<file path="config.mk">
export PLATFORM = sky130hd
export DESIGN_NAME = bm_fxp_pack
export DESIGN_NICKNAME = d
export VERILOG_FILES = /design/src/rtl/bm_pkg.sv /design/src/rtl/bm_elem_enc.sv /design/src/rtl/bm_fxp_pack.sv
export SDC_FILE = /design/constraint.sdc
export NUM_CORES = 1
export LEC_CHECK = 0
export CAP_MARGIN = 20
export CELL_PAD_IN_SITES_DETAIL_PLACEMENT = 0
export CELL_PAD_IN_SITES_GLOBAL_PLACEMENT = 2
export CORE_ASPECT_RATIO = 0.8
export CORE_MARGIN = 2
export CORE_UTILIZATION = 44
export CTS_CLUSTER_SIZE = 20
export DETAILED_ROUTE_END_ITERATION = 16
export DONT_BUFFER_PORTS = 1
export PLACE_DENSITY = 0.83
export SLEW_MARGIN = 0
export SYNTH_ARGS = -nofsm -noshare
export SYNTH_HDL_FRONTEND = slang
export SYNTH_HIERARCHICAL = 1
export SYNTH_SLANG_ARGS = --single-unit
</file>
<file path="constraint.sdc">
create_clock -name clk -period 11.25 [get_ports clk]
set_clock_uncertainty 0.1 [all_clocks]
set_input_delay 1.125 -clock clk [delete_from_list [all_inputs] [get_ports clk]]
set_output_delay 1.125 -clock clk [all_outputs]
set_load 0.02 [all_outputs]
</file>
<file path="src/rtl/bm_pkg.sv">
// Shared constants and state encoding for the block-minifloat output packer.
package bm_pkg;
  localparam int unsigned BLK_DEF   = 8;
  localparam int unsigned IN_W_DEF  = 20;
  localparam int unsigned BIAS_W    = 4;
  localparam int unsigned FRAC_W    = 7;
  localparam int unsigned EXP_W     = 2;
  localparam int unsigned MANT_KEEP = 9;
  localparam int          FRAC_MIN  = -64;
  localparam int          FRAC_MAX  = 63;
  localparam int          V_MIN     = -512;
  localparam int          V_MAX     = 511;

  typedef enum logic [1:0] {FILL, CALC, EMIT} state_e;
endpackage

</file>
<file path="src/rtl/bm_elem_enc.sv">
// Combinational element encoder: block-bias shift with rounding, saturation,
// per-element exponent select and fraction saturation.
module bm_elem_enc
  import bm_pkg::*;
(
  input  logic [IN_W_DEF-1:0] x,
  input  logic [BIAS_W-1:0]   s,
  output logic [FRAC_W-1:0]   dat,
  output logic [EXP_W-1:0]    exp
);
  localparam int unsigned AW = IN_W_DEF + 1;
  localparam int unsigned VW = 11;

  localparam logic signed [AW-1:0] VA_MIN = AW'(V_MIN);
  localparam logic signed [AW-1:0] VA_MAX = AW'(V_MAX);
  localparam logic signed [VW-1:0] VV_MIN = VW'(V_MIN);
  localparam logic signed [VW-1:0] VV_MAX = VW'(V_MAX);
  localparam logic signed [VW-1:0] R0_LO  = VW'(FRAC_MIN);
  localparam logic signed [VW-1:0] R0_HI  = VW'(FRAC_MAX);
  localparam logic signed [VW-1:0] R1_LO  = VW'(2 * FRAC_MIN);
  localparam logic signed [VW-1:0] R1_HI  = VW'(2 * FRAC_MAX + 1);
  localparam logic signed [VW-1:0] R2_LO  = VW'(4 * FRAC_MIN);
  localparam logic signed [VW-1:0] R2_HI  = VW'(4 * FRAC_MAX + 3);
  localparam logic signed [VW-1:0] D_LO   = VW'(FRAC_MIN);
  localparam logic signed [VW-1:0] D_HI   = VW'(FRAC_MAX);

  logic signed [AW-1:0] xe;
  logic signed [AW-1:0] rnd;
  logic signed [AW-1:0] vs;
  logic signed [VW-1:0] v;
  logic signed [VW-1:0] vr;

  always_comb begin
    xe  = {x[IN_W_DEF-1], x};
    rnd = '0;
    v   = '0;
    vr  = '0;
    exp = '0;
    dat = '0;

    // round half toward +inf, then arithmetic shift by the block bias
    if (s != '0) rnd = AW'(1) << (s - 1'b1);
    vs = (xe + rnd) >>> s;

    if (vs > VA_MAX)      v = VV_MAX;
    else if (vs < VA_MIN) v = VV_MIN;
    else                  v = VW'(vs);

    if (v >= R0_LO && v <= R0_HI)      exp = 2'd0;
    else if (v >= R1_LO && v <= R1_HI) exp = 2'd1;
    else if (v >= R2_LO && v <= R2_HI) exp = 2'd2;
    else                               exp = 2'd3;

    if (exp == '0) vr = v;
    else           vr = (v + (VW'(1) << (exp - 1'b1))) >>> exp;

    if (vr > D_HI)      dat = FRAC_W'(FRAC_MAX);
    else if (vr < D_LO) dat = FRAC_W'(FRAC_MIN);
    else                dat = FRAC_W'(vr);
  end
endmodule

</file>
<file path="src/rtl/bm_fxp_pack.sv">
// Block-minifloat output packer: buffers one block of fixed-point MAC results,
// derives the shared bias from the block maximum, then streams encoded elements.
module bm_fxp_pack
  import bm_pkg::*;
#(
  parameter int unsigned BLK  = BLK_DEF,
  parameter int unsigned IN_W = IN_W_DEF,
  parameter int unsigned CW   = $clog2(BLK)
) (
  input  logic              clk,
  input  logic              rst,
  input  logic              in_vld,
  output logic              in_rdy,
  input  logic [IN_W-1:0]   in_dat,
  output logic              out_vld,
  input  logic              out_rdy,
  output logic [FRAC_W-1:0] out_dat,
  output logic [EXP_W-1:0]  out_exp,
  output logic [BIAS_W-1:0] out_bias,
  output logic              out_first,
  output logic              out_last
);
  localparam int unsigned MAG_W = IN_W - 1;
  localparam int unsigned LW    = $clog2(MAG_W + 1);

  state_e state;
  state_e nxt;

  logic [IN_W-1:0]   mem [BLK];
  logic [CW-1:0]     wr_cnt;
  logic [CW-1:0]     rd_cnt;
  logic [CW-1:0]     ld_idx;
  logic [MAG_W-1:0]  mag_max;
  logic [MAG_W-1:0]  m_in;
  logic [LW-1:0]     lead;
  logic [BIAS_W-1:0] s_calc;
  logic [BIAS_W-1:0] enc_s;
  logic [FRAC_W-1:0] enc_dat;
  logic [EXP_W-1:0]  enc_exp;
  logic              acc;
  logic              hs;
  logic              wr_last;
  logic              rd_last;

  assign acc     = in_vld & in_rdy & (state == FILL);
  assign hs      = out_vld & out_rdy;
  assign wr_last = (wr_cnt == CW'(BLK - 1));
  assign rd_last = (rd_cnt == CW'(BLK - 1));
  assign m_in    = in_dat[IN_W-1] ? ~in_dat[MAG_W-1:0] : in_dat[MAG_W-1:0];

  // bias = bits of the block maximum beyond what the 9-bit pre-exponent range holds
  always_comb begin
    lead   = '0;
    s_calc = '0;
    for (int i = 0; i < int'(MAG_W); i++) begin
      if (mag_max[i]) lead = LW'(i + 1);
    end
    if (lead > LW'(MANT_KEEP)) s_calc = BIAS_W'(lead - LW'(MANT_KEEP));
  end

  assign ld_idx = (state == CALC) ? '0 : CW'(rd_cnt + 1'b1);
  assign enc_s  = (state == CALC) ? s_calc : out_bias;

  bm_elem_enc u_enc (
    .x   (mem[ld_idx]),
    .s   (enc_s),
    .dat (enc_dat),
    .exp (enc_exp)
  );

  always_ff @(posedge clk) begin
    if (rst) state <= FILL;
    else     state <= nxt;
  end

  always_comb begin
    nxt = state;
    case (state)
      FILL:    if (acc && wr_last) nxt = CALC;
      CALC:    nxt = EMIT;
      EMIT:    if (hs && rd_last) nxt = FILL;
      default: nxt = FILL;
    endcase
  end

  always_ff @(posedge clk) begin
    if (acc) mem[wr_cnt] <= in_dat;
  end

  always_ff @(posedge clk) begin
    if (rst) begin
      in_rdy    <= 1'b0;
      wr_cnt    <= '0;
      rd_cnt    <= '0;
      mag_max   <= '0;
      out_vld   <= 1'b0;
      out_dat   <= '0;
      out_exp   <= '0;
      out_bias  <= '0;
      out_first <= 1'b0;
      out_last  <= 1'b0;
    end else begin
      in_rdy <= (nxt == FILL);
      case (state)
        FILL: begin
          if (acc) begin
            wr_cnt <= CW'(wr_cnt + 1'b1);
            if (m_in > mag_max) mag_max <= m_in;
          end
        end
        CALC: begin
          out_vld   <= 1'b1;
          out_dat   <= enc_dat;
          out_exp   <= enc_exp;
          out_bias  <= s_calc;
          out_first <= 1'b1;
          out_last  <= (BLK == 1);
          rd_cnt    <= '0;
        end
        EMIT: begin
          if (hs) begin
            if (rd_last) begin
              wr_cnt    <= '0;
              rd_cnt    <= '0;
              mag_max   <= '0;
              out_vld   <= 1'b0;
              out_dat   <= '0;
              out_exp   <= '0;
              out_bias  <= '0;
              out_first <= 1'b0;
              out_last  <= 1'b0;
            end else begin
              rd_cnt    <= ld_idx;
              out_dat   <= enc_dat;
              out_exp   <= enc_exp;
              out_first <= 1'b0;
              out_last  <= (ld_idx == CW'(BLK - 1));
            end
          end
        end
        default: ;
      endcase
    end
  end
endmodule

</file>
==> results.md <==
- Syn nets: 1153
- MaxCap Viol Count: 0
- Final period util: between 90% and 100%
- Net Sw Power: 0.363 mW
- Routed len/inst: around 24 µm
- Starting Density: between 40 and 50%
- Sequential share of power: around 50%
- Synthesized area: 12400 µm²
- Die H: 154 µm
- Antenna Nets Post-Route: 0
- Status: complete, no violations
- Pleak: 4.62 nW
- Main flop type after synthesis: edfxtp_1
- Placer congestion estimate: 0.903
- Setup-failing EPs final: 0
- Final Hold Fails: 0
- Setup bufs post-CTS: 0
- CP max stage cell: o21ai_0
- Pins Over Slew Limit: 0
- Least-Margin Pin Slew: 0.949 ns
- CTS Hold Bufs: 0
- Clock share of power: 41.2%
- Clk buf depth: 3
- First-pass DRT Iterations: 5
- Clock H-tree levels: 1
- Root Driver: clkbuf_16
- Max VDD drop: 0.000106 V
- Cell variety after synth: between 100 and 150
- GRT Util Overall: 23.7%
- Number of vias per cell: between 6 and 7
- DRC Markers: 0
- P per Cell Area: roughly 120 nW/µm²
- CP startpoint kind: flop
- First-pass GRT wire length: 53400 µm
- CORE AREA: 27400 µm²
- I/O Buffers: 0
- Switching portion of total power: 22.1%
- CTS tree: yes
- Initial drt markers: 1005
- Avg Cell Area, Syn: 11.4 µm²
- # diodes: 0
- Combinational power share: 8.2%
- Hold crit path type: reg -> reg
- Seq cells post-synth: 204
- Fmax: 0.0964 GHz
- Final-stage net count: 1145
- Filler cells: 2466
- CP Max Fanout: 20
- FFs w/ async S/R, synth: 0%
- Area of the multi-input gates: 6340 µm²
- Vias in the first global route: 8821
- Crit-path max cell delay: between 0.5 and 0.6 ns
- Sink Count: 204
- Gr ovfl total: 0
- Post-CTS Resized: 0
- Syn-to-layout area delta: 8.81%
- Largest net degree at the start of global routing: 35
- I/O pin total: 41
- Post-synth EDFFs: 160
- Hpwl dp: 24600 µm
- CP Class: reg -> reg
- DIE WIDTH: 191 µm
- Synth Instances: 1081
- Worst EP arrival: 10.69 ns
- Synth Warn #: 6
- Slew HR: 36.5%
- Cts bufs inserted: 20
- Clk_lat worst skew: 0.48 ns
- Die Area: 29500 µm²
- Clk pin slew, worst setup/hold paths: ~0.060 ns
- Minimum clock period: 10.37 ns
- # rows: 54
- Area taken by flip-flops and latches: 5690 µm²
- Total wire length: 35000 µm
- Setup TNS: 0 ns
- Initial antenna violation count: 0
- Sequential-to-total area share from yosys stat: ~46%
- Via count: 9228
- Share of layout cells above drive strength 1: about 17%
- CP Data Required Time: 11.57 ns
- Worst setup EP type: flop
- Most common cell on crit path: nor2_1
- RSZ-0062 raised after global routing: false
- Final core utilization: 49.1%
- P_int: roughly 1.3 mW
final timing paths:
kind / from / end / slack (ns) / depth (start not counted)
worst max-delay path: mag_max[6] / out_dat[5] / 0.88 / 42
worst min-delay path: rd_cnt[1] / rd_cnt[1] / 0.36 / 2
worst max register to register: mag_max[6] / out_dat[5] / 0.88 / 42
worst min register to register: rd_cnt[1] / rd_cnt[1] / 0.36 / 2
cell type report:
type,instances,share of cell area (%)
Clock buffer,23,3.96
Clock inverter,12,0.948
Inverter,41,1.14
Multi-Input combinational cell,784,47.1
Sequential cell,204,42.3
Tap cell,364,3.38
Timing Repair Buffer,22,1.23
stage by stage:
step	hold slack (ns)	area, µm²	power (mW)	setup slack (ns)	instances
finish	0.357	13500	1.65	0.876	1450
global route	0.383	13500	1.70	0.000653	1450
CTS	0.356	13500	1.65	0.891	1450
detailed placement	0.347	12800	0.982	0.918	1415
global placement	0.338	12800	0.982	0.999	1415
floorplan	0.336	12400	0.950	2.58	1081
critical path: cells and delay by family (launching register included):
kind | cells | cell delay (ns)
buffers and inverters | 2 | 0.56
AND/OR/NAND/NOR | 14 | 2.95
adder cells (fa/ha/maj) | 5 | 1.40
flip-flops | 1 | 0.35
multiplexers | 1 | 0.16
AO/OA/AOI/OAI | 20 | 4.75
Yosys cell counts (10+ instances only):
cell / n / area share [%]
ha_1: 46 / 4.7
inv_1: 37 / 1.1
mux4_2: 43 / 7.8
and3_1: 13 / 0.66
buf_2: 12 / 0.49
nor2b_1: 11 / 0.56
nor3_1: 27 / 1.1
mux2_2: 25 / 2.3
edfxtp_1: 160 / 39
a21o_1: 13 / 0.79
a22o_1: 20 / 1.4
o211ai_1: 15 / 0.91
nor2_1: 84 / 2.5
clkbuf_1: 32 / 0.97
a31oi_1: 12 / 0.61
xor2_1: 23 / 1.6
a21oi_1: 56 / 2.3
nand2_1: 82 / 2.5
o21ai_0: 31 / 1.3
mux2i_1: 18 / 1.5
nand4_1: 10 / 0.51
dfxtp_1: 44 / 7.1
nand3_1: 31 / 1.3
sequential cells by signal, indices dropped and copies added, names as in the netlist, 2 cells and up:
signal,count
mag_max,19
mem,160
out_bias,4
out_dat,7
out_exp,2
rd_cnt,3
state,2
wr_cnt,3
power groups by stage:
stage	Sequential (mW)	Combinational, mW	Clock, mW
2_1_floorplan	0.846	0.104	0
3_3_place_gp	0.848	0.134	0
3_5_place_dp	0.848	0.134	0
4_1_cts	0.832	0.135	0.686
5_1_grt	0.833	0.151	0.715
6_report	0.832	0.135	0.678
cells in the final DEF, fill, tap and decap left out, types with 18 or more instances in the layout:
cell,netlist,routed
a21oi_1,56,56
a22o_1,20,20
buf_4,2,22
clkbuf_16,0,21
dfxtp_1,44,43
edfxtp_1,160,160
ha_1,46,46
inv_1,37,37
mux2_2,25,25
mux2i_1,18,18
mux4_2,43,43
nand2_1,82,82
nand3_1,31,31
nor2_1,84,78
nor3_1,27,25
o21ai_0,31,30
xor2_1,23,23
metal layers:
metal	global-route usage, %	part of all wire (%)	vias up
li1	-	-	4204
met3	5.18	9.1	31
met5	0	0	-
met4	3.66	1.2	0
met2	33.7	42	408
met1	37.3	47	4585
logic make-up (layout without fill, tap and decap cells):
family | count (synthesis) | count (layout) | synth area share, %
adders and majority gates | 54 | 54 | 5.47
muxes | 86 | 86 | 11.6
and+or+nand+nor | 327 | 327 | 13.5
DFF | 204 | 204 | 46.0
AOI/OAI and AO/OA | 283 | 283 | 17.9
xor gates and xnor gates | 33 | 33 | 2.40
other | 1 | 1 | 0.0303
buffers and inverters | 93 | 98 | 3.19
Note: power is estimated with default switching activity, not from simulation.
